**config.mk**
```make
export PLATFORM = sky130hd
export DESIGN_NAME = wired_net_resolver
export DESIGN_NICKNAME = d
export VERILOG_FILES = /design/src/rtl/wired_net_resolver.sv
export SDC_FILE = /design/constraint.sdc
export NUM_CORES = 1
export LEC_CHECK = 0
export CORE_AREA = 2 2 49 69
export DETAILED_ROUTE_END_ITERATION = 8
export DIE_AREA = 0 0 51 71
export GPL_ROUTABILITY_DRIVEN = 0
export PLACE_DENSITY = 0.82
export SLEW_MARGIN = 40
export SYNTH_ARGS = -nofsm -noshare
export SYNTH_HDL_FRONTEND = slang
export SYNTH_SLANG_ARGS = --single-unit
export TNS_END_PERCENT = 50
```
**constraint.sdc**
```tcl
create_clock -name clk -period 1.52 [get_ports clk]
set_input_delay 0.152 -clock clk [delete_from_list [all_inputs] [get_ports clk]]
set_output_delay 0.152 -clock clk [all_outputs]
set_load 0.03 [all_outputs]
```
**src/rtl/wired_net_resolver.sv**
```systemverilog
// wired_net_resolver
// Resolves NDRV drivers of a WIDTH-bit net per accepted beat using tri/wire,
// wired-OR or wired-AND semantics. Each result is held in a one-deep output
// register behind a valid/ready handshake. The output carries per-bit undriven
// (z) and conflict (x) masks. The block also keeps a saturating count of
// conflict beats and a sticky conflict flag.
module wired_net_resolver #(
    parameter int NDRV  = 4,
    parameter int WIDTH = 3,
    parameter int CNT_W = 8
) (
    input  logic                  clk,
    input  logic                  rst_n,
    input  logic                  in_valid,
    output logic                  in_ready,
    input  logic [NDRV-1:0]       drv_en,
    input  logic [NDRV*WIDTH-1:0] drv_data,
    input  logic [1:0]            mode,
    output logic                  out_valid,
    input  logic                  out_ready,
    output logic [WIDTH-1:0]      out_data,
    output logic [WIDTH-1:0]      out_z,
    output logic [WIDTH-1:0]      out_x,
    output logic [CNT_W-1:0]      conflict_cnt,
    output logic                  conflict_sticky,
    input  logic                  clr
);

    typedef enum logic [1:0] {
        MODE_TRI  = 2'd0,
        MODE_WOR  = 2'd1,
        MODE_WAND = 2'd2,
        MODE_RSVD = 2'd3
    } mode_e;

    // Counter increment that holds at all-ones instead of wrapping.
    function automatic logic [CNT_W-1:0] sat_inc(input logic [CNT_W-1:0] v);
        if (&v) begin
            return v;
        end
        return v + {{(CNT_W-1){1'b0}}, 1'b1};
    endfunction

    // Gather bit b of every driver into one NDRV-wide column.
    function automatic logic [NDRV-1:0] column(input logic [NDRV*WIDTH-1:0] dd,
                                               input int                    b);
        logic [NDRV-1:0] c;
        c = '0;
        for (int i = 0; i < NDRV; i++) begin
            c[i] = dd[i*WIDTH + b];
        end
        return c;
    endfunction

    // Resolve one net bit. Returns {z, x, data}. Disabled drivers are masked
    // out first, so only enabled drivers can pull a bit high or low.
    function automatic logic [2:0] resolve_bit(input logic [NDRV-1:0] en,
                                               input logic [NDRV-1:0] col,
                                               input logic [1:0]      m);
        logic any1;
        logic any0;
        logic d;
        logic x;
        logic z;
        any1 = |(en & col);
        any0 = |(en & ~col);
        z    = ~(|en);
        x    = 1'b0;
        d    = 1'b0;
        if (!z) begin
            case (mode_e'(m))
                MODE_WOR:  d = any1;
                MODE_WAND: d = ~any0;
                MODE_TRI, MODE_RSVD: begin
                    x = any1 & any0;
                    d = any1 & ~any0;
                end
                default: begin
                    x = any1 & any0;
                    d = any1 & ~any0;
                end
            endcase
        end
        return {z, x, d};
    endfunction

    logic [WIDTH-1:0] res_data;
    logic [WIDTH-1:0] res_z;
    logic [WIDTH-1:0] res_x;
    logic             accept;

    logic             valid_q,  valid_d;
    logic [WIDTH-1:0] data_q,   data_d;
    logic [WIDTH-1:0] z_q,      z_d;
    logic [WIDTH-1:0] x_q,      x_d;
    logic [CNT_W-1:0] cnt_q,    cnt_d;
    logic             sticky_q, sticky_d;

    // The output slot frees up when it is empty or being popped this cycle.
    assign in_ready = !valid_q || out_ready;
    assign accept   = in_valid && in_ready;

    // Combinational resolution of the beat currently on the inputs.
    always_comb begin
        res_data = '0;
        res_z    = '0;
        res_x    = '0;
        for (int b = 0; b < WIDTH; b++) begin
            {res_z[b], res_x[b], res_data[b]} =
                resolve_bit(drv_en, column(drv_data, b), mode);
        end
    end

    // Next state for the output slot and the conflict accounting.
    always_comb begin
        valid_d  = valid_q;
        data_d   = data_q;
        z_d      = z_q;
        x_d      = x_q;
        cnt_d    = cnt_q;
        sticky_d = sticky_q;

        if (accept) begin
            valid_d = 1'b1;
            data_d  = res_data;
            z_d     = res_z;
            x_d     = res_x;
        end else if (out_ready) begin
            valid_d = 1'b0;
        end

        // A clear wins over a coinciding conflict beat.
        if (clr) begin
            cnt_d    = '0;
            sticky_d = 1'b0;
        end else if (accept && (|res_x)) begin
            cnt_d    = sat_inc(cnt_q);
            sticky_d = 1'b1;
        end
    end

    // State registers; reset discards any result still in flight.
    always_ff @(posedge clk or negedge rst_n) begin
        if (!rst_n) begin
            valid_q  <= 1'b0;
            data_q   <= '0;
            z_q      <= '0;
            x_q      <= '0;
            cnt_q    <= '0;
            sticky_q <= 1'b0;
        end else begin
            valid_q  <= valid_d;
            data_q   <= data_d;
            z_q      <= z_d;
            x_q      <= x_d;
            cnt_q    <= cnt_d;
            sticky_q <= sticky_d;
        end
    end

    assign out_valid       = valid_q;
    assign out_data        = data_q;
    assign out_z           = z_q;
    assign out_x           = x_q;
    assign conflict_cnt    = cnt_q;
    assign conflict_sticky = sticky_q;

endmodule

```
==> impl_metrics.py, run 1 <==
metrics = {
    "die": {
        "io_pins": 43,
        "start_util_pct": 37.4,
        "die_area_sq_um": 3620,
        "coreArea_sq_um": 3030,
        "num_rows": 24,
        "fp.dieW_um": 51,
        "floorplan.die.height_um": 71,
    },
    "power": {
        "vdd_ir_drop_max_v": 0.000507,
        "power_density_nw_per_um2": 716,
        "power_leakage_uw": 0.000897,
        "design_power_total_uw": 1370,
    },
    "global_route": {
        "grt_pass1_wl_mm": 5.40,
        "use_met3_pct": 2.74,
        "met1_usage_pct": 18.8,
        "track_usage_pct": 19.4,
        "grt_pass1_vias": 1278,
        "grt_use_met2_pct": 37.4,
        "grt_max_degree": 18,
        "top_usage_layer": "met2",
        "grt_remaining_overflow": 0,
        "antenna_found_initial": 0,
    },
    "critical_path": {
        "start_kind": "primary input",
        "r2r_cells": 6,
        "r2r-end": "conflict_cnt[7]",
        "path_max_fanout": 8,
        "worstSetupEndpointType": "flop",
        "path_class": "primary input to flop",
        "crit_start": "drv_data[6]",
        "worstReg2RegStart": "conflict_cnt[0]",
        "crit_end": "conflict_cnt[3]",
        "reg2reg_slack_ns": 0,
        "cp.required_ns": 1.67,
        "crit_arrival_ns": 1.71,
    },
    "clock_tree": {
        "cts_buffer_depth": 2,
        "clock_latency_ns": 0.26,
        "cts_tree": "yes",
        "ctsHoldBuffers": 0,
        "numCtsBuffers": 3,
        "path_clk_slew_ns": 0.06,
        "cts_max_level": 1,
        "cts_sinks": 17,
        "cts_root_buffer": "clkbuf_8",
    },
    "yosys": {
        "synthTopCellsByCount": "18 x nand2_1, 17 x dfrtp_1, 12 x nand2b_1, 12 x nor2_1, 8 x a21oi_1",
        "syn-cell-area_sq_um": 1130,
        "yosys.area.top_type_share_pct": 37.5,
        "yosysUniqueCellTypes": 38,
        "ys_seq_elements": 17,
        "syn-num-nets": 153,
        "synth-edff-count": 0,
        "synthTopCellsByArea": "dfrtp_1 38%, nand2b_1 6.6%, nand2_1 6.0%",
        "syn_area_per_cell_sq_um": 8.93,
        "synthFlopType": "dfrtp_1",
        "synthArstFlopShare_pct": 100,
        "synth_top_cell_by_area": "dfrtp_1",
        "ys_seq_area_share_pct": 37.5,
        "yosysMostFrequentCell": "nand2_1",
        "netlist_instances": 127,
        "yosysWarnings": 0,
    },
    "drt": {
        "firstDrtPassIters": 4,
        "ant_nets": 0,
        "first_iter_violations": 31,
        "vias_per_cell": 5.26,
        "vias": 1235,
        "drc_errors": 0,
        "post_drt_wl_per_cell_um": 13.7,
        "finalWirelength_mm": 3.21,
    },
    "layout": {
        "area_delta_synth_final_pct": 68.7,
        "antenna_cells": 0,
        "stdcell_count": 235,
        "stdcell_area_sq_um": 1910,
        "drive_above_1_share_pct": 30.6,
        "fin_nets": 223,
    },
    "worst_hold_path": {
        "worstHoldPathType": "primary input to asynchronous set/reset pin",
    },
    "timing": {
        "fin_worst_skew_ns": 0.00297,
        "hold_viol": 0,
        "setup_viol": 4,
        "drv_slew": 0,
        "rsz0062_at_grt": "true",
        "slew_headroom_pct": 73.7,
        "min_period_ns": 1.56,
        "maxClockFrequency_ghz": 0.640,
        "fin_crit_sh_pct": 103,
        "timing.final.ws_setup_ns": -0.0415,
        "worstMarginPinSlew_ns": 0.393,
    },
    "run": {
        "max-cap-violations": 0,
    },
    "place": {
        "dpl.hpwl_mm": 2.51,
        "dp.cells": 223,
        "portBuffers": 42,
        "dpl_cell_area_sq_um": 1740,
    },
    "status": {
        "violations": "negative setup slack",
        "outcome": "finished, violations left",
    },
}
## layout by cell type (no fill, tap or decap), types with 4 or more instances in the layout
cell             synthesis  layout
a21oi_1                  8       5
a21oi_2                  1       4
buf_4                    2      25
clkdlybuf4s50_1          0      19
dfrtp_1                 17      13
dfrtp_2                  0       4
dlygate4sd2_1            0      11
dlymetal6s2s_1           0       6
nand2_1                 18      18
nand2b_1                12      10
nor2_1                  12      12
o21ai_0                  7       7
## how the worst min path moves through the flow
stage	to	cells after the start	start
2_1_floorplan	conflict_cnt[0]	0	rst_n
3_3_place_gp	out_data[0]	2	out_data[0]
3_5_place_dp	out_data[0]	2	out_data[0]
4_1_cts	out_data[1]	2	rst_n
5_1_grt	conflict_sticky	2	rst_n
6_report	out_data[1]	2	rst_n
## metal layers
metal | vias up | part of all wire, %
met5 | - | 0
met4 | 0 | 2.7
met3 | 7 | 4.8
met2 | 51 | 57
met1 | 582 | 35
li1 | 595 | -
## cell families after synthesis
family                   count (synthesis)  synth area share (%)
AO/OA/AOI/OAI                           36                  25.4
XOR/XNOR                                 2                  1.55
adder cells (fa/ha/maj)                  3                  3.31
buffers and inverters                    7                  2.98
flip-flops                              17                  37.5
multiplexers                             2                  1.77
AND/OR/NAND/NOR                         60                  27.5
## flip-flops by register name (all words and copies together), names as in the netlist
| signal | cells |
|---|---|
| out_data | 3 |
| conflict_sticky | 1 |
| conflict_cnt | 8 |
| out_x | 3 |
| out_valid | 1 |
| out_z | 1 |
## critical path, cell delays in order
cell             delay [ns]
clkdlybuf4s15_1        0.22
a222oi_1               0.34
buf_4                  0.18
a31oi_2                0.05
a211oi_4               0.17
buf_6                  0.16
a21oi_4                0.10
buf_4                  0.15
a31o_1                 0.19
## final cells by class
cell class | instances | area, sq um
fill | 250 | 1120
multi-input combinational | 103 | 764
timing repair buffer | 68 | 608
sequential | 17 | 430
tap | 39 | 48.8
clock buffer | 4 | 45.0
inverter | 4 | 15.0
## metrics by stage
stage	hold slack [ns]	utilization, %	TNS (ns)	setup slack [ns]
final	0.222	63.0	-0.0854	-0.0415
after global routing	0.246	63.0	-0.662	-0.121
after CTS	0.228	61.9	-0.0686	-0.0212
after detailed placement	0.480	57.5	-7.07	-0.640
after global placement	0.477	57.5	-6.15	-0.536
after floorplan	-0.144	-	-0.114	-0.0317
## timing repair
| action | 4_1_cts | 5_1_grt |
|---|---|---|
| setup buffers | 5 | 3 |
| setup endpoints to repair | 16 | 13 |
| pin swaps | 10 | 9 |
| resized for setup | 37 | 10 |
## report_power, final
| group | total, uW | internal (uW) | switching [uW] | leakage [uW] |
|---|---|---|---|---|
| registers | 514 | 488 | 25.4 | 0.000220 |
| clock network | 340 | 187 | 154 | 0.0000228 |
| logic | 515 | 248 | 267 | 0.000654 |
Power figures use the tool's default switching activity.
==> run 2: changes to the inputs <==
--- a/config.mk
+++ b/config.mk
@@ -6,6 +6,7 @@
 export NUM_CORES = 1
 export LEC_CHECK = 0
 export CORE_AREA = 2 2 49 69
+export CTS_CLUSTER_DIAMETER = 80
 export DETAILED_ROUTE_END_ITERATION = 8
 export DIE_AREA = 0 0 51 71
 export GPL_ROUTABILITY_DRIVEN = 0
==> results of run 2 <==
Final layout, timing and power as in run 1 (identical DEF).
==> run 3: changes to the inputs <==
--- a/config.mk
+++ b/config.mk
@@ -5,12 +5,12 @@
 export SDC_FILE = /design/constraint.sdc
 export NUM_CORES = 1
 export LEC_CHECK = 0
-export CORE_AREA = 2 2 49 69
+export CORE_AREA = 2 2 47 66
 export CTS_CLUSTER_DIAMETER = 80
 export DETAILED_ROUTE_END_ITERATION = 8
-export DIE_AREA = 0 0 51 71
+export DIE_AREA = 0 0 49 68
 export GPL_ROUTABILITY_DRIVEN = 0
-export PLACE_DENSITY = 0.82
+export PLACE_DENSITY = 0.85
 export SLEW_MARGIN = 40
 export SYNTH_ARGS = -nofsm -noshare
 export SYNTH_HDL_FRONTEND = slang
==> constraint.sdc (replaced) <==
create_clock -name clk -period 1.5 [get_ports clk]
set_input_delay 0.15 -clock clk [delete_from_list [all_inputs] [get_ports clk]]
set_output_delay 0.15 -clock clk [all_outputs]
set_load 0.03 [all_outputs]
==> impl_metrics.py, run 3 (synthesis results as in run 1) <==
metrics = {
    "timing": {
        "slew_headroom_pct": 76.8,
        "maxClockFrequency_ghz": 0.650,
        "fin_tns_setup_ns": -0.114,
        "rsz0062_at_grt": "true",
        "setup_viol": 4,
        "fin_worst_skew_ns": 0.00402,
        "timing.final.ws_setup_ns": -0.0383,
        "hold_viol": 0,
        "min_period_ns": 1.54,
        "fin_crit_sh_pct": 103,
        "drv_slew": 0,
        "worstMarginPinSlew_ns": 0.347,
    },
    "drt": {
        "ant_nets": 0,
        "vias": 1296,
        "vias_per_cell": 5.38,
        "drc_errors": 0,
        "post_drt_wl_per_cell_um": 15.9,
        "first_iter_violations": 43,
        "firstDrtPassIters": 4,
        "finalWirelength_mm": 3.83,
    },
    "global_route": {
        "grt_pass1_vias": 1306,
        "grt_pass1_wl_mm": 5.71,
        "grt_remaining_overflow": 0,
        "track_usage_pct": 23.0,
        "antenna_found_initial": 0,
        "grt_max_degree": 18,
    },
    "critical_path": {
        "crit_arrival_ns": 1.69,
        "worstSetupEndpointType": "flop",
        "start_kind": "primary input",
        "cp.required_ns": 1.65,
        "path_class": "primary input to flop",
        "path_max_fanout": 8,
    },
    "clock_tree": {
        "cts_sinks": 17,
        "cts_tree": "yes",
        "numCtsBuffers": 3,
        "clock_latency_ns": 0.26,
        "path_clk_slew_ns": 0.07,
        "ctsHoldBuffers": 0,
        "cts_max_level": 1,
        "cts_root_buffer": "clkbuf_8",
        "cts_buffer_depth": 2,
    },
    "layout": {
        "area_delta_synth_final_pct": 78.3,
        "final_core_util_pct": 72.4,
        "mostFrequentLayoutCell": "buf_4",
        "fin_nets": 231,
        "most-common-layout-cells": "31 x buf_4, 18 x nand2_1, 18 x clkdlybuf4s50_1",
        "drive_above_1_share_pct": 38.7,
        "fill_cells": 219,
        "largest_register_ffs": 8,
        "antenna_cells": 0,
        "stdcell_count": 241,
    },
    "status": {
        "outcome": "finished, violations left",
        "violations": "negative setup slack",
    },
    "place": {
        "portBuffers": 42,
        "dpl.hpwl_mm": 2.69,
        "dp.cells": 223,
    },
    "die": {
        "fp.dieW_um": 49,
        "num_rows": 23,
        "floorplan.die.height_um": 68,
        "start_util_pct": 40.6,
        "die_area_sq_um": 3330,
        "coreArea_sq_um": 2790,
        "io_pins": 43,
    },
    "power": {
        "vdd_ir_drop_max_v": 0.000370,
        "power_density_nw_per_um2": 717,
        "power_leakage_uw": 0.000922,
    },
    "run": {
        "max-cap-violations": 0,
    },
    "worst_hold_path": {
        "worstHoldPathType": "primary input to asynchronous set/reset pin",
    },
}
-- run 3: changes by cell type in the layout (fill, tap and decap cells not counted), sizes merged, moves of 2 or more --
| cell | delta |
|---|---|
| clkbuf | -2 |
| buf | +11 |
| dlygate4sd2 | +4 |
| dlymetal6s2s | -4 |
-- run 3: repair_timing --
item                       CTS  global route
buffers inserted             9             5
gates resized for setup     58             9
setup endpoints to repair   21            11
pin swaps                   18            12
-- run 3: per-layer routing --
layer / wire length (um) / track usage (%) / vias to the layer above
met1: 1310 / 18.7 / 619
met5: 0 / 0 / -
met2: 2210 / 49.7 / 51
met3: 167 / 3.93 / 12
met4: 146 / 14.6 / 0
li1: - / - / 614
-- run 3: metrics by stage --
step	cell area (sq um)	hold slack (ns)	total power, uW	worst slack (ns)
after floorplan	1160	-0.146	778	-0.0517
after global placement	1760	0.471	1000	-0.534
after detailed placement	1760	0.481	1020	-0.654
after CTS	1950	0.213	1420	-0.0243
after global routing	2020	0.242	1510	-0.160
final	2020	0.207	1450	-0.0383
-- run 3: worst paths after layout --
path,startpoint,endpoint,slack [ns],depth (start not counted)
max in group asynchronous,rst_n,out_valid,1.09,2
setup / recovery,drv_data[5],conflict_cnt[4],-0.04,8
setup reg to reg,out_valid,conflict_cnt[1],-0.01,6
min in group clk,drv_en[0],out_z[0],0.44,4
hold / removal,rst_n,out_data[0],0.21,2
hold reg to reg,out_x[2],out_x[2],0.49,2
-- run 3: critical path, cell delays in order --
cell           delay, ns
dlygate4sd2_1       0.25
a222oi_1            0.35
nand2_1             0.16
a22oi_2             0.19
buf_6               0.15
a21oi_4             0.11
buf_6               0.13
a31o_1              0.19
-- run 3: power breakdown --
part / switching [uW] / leakage [uW] / internal (uW) / total (uW)
registers: 23.9 / 0.000220 / 495 / 518
logic: 299 / 0.000676 / 285 / 583
clock network: 162 / 0.0000255 / 185 / 346
total: 484 / 0.000922 / 964 / 1450
-- run 3: cell type report --
type | count | area [sq um] | share of cell area, %
timing repair buffer | 76 | 651 | 32.2
multi-input combinational | 103 | 832 | 41.2
clock buffer | 3 | 41.3 | 2.04
tap | 37 | 46.3 | 2.29
sequential | 17 | 430 | 21.3
clock inverter | 1 | 5.00 | 0.248
inverter | 4 | 15.0 | 0.743
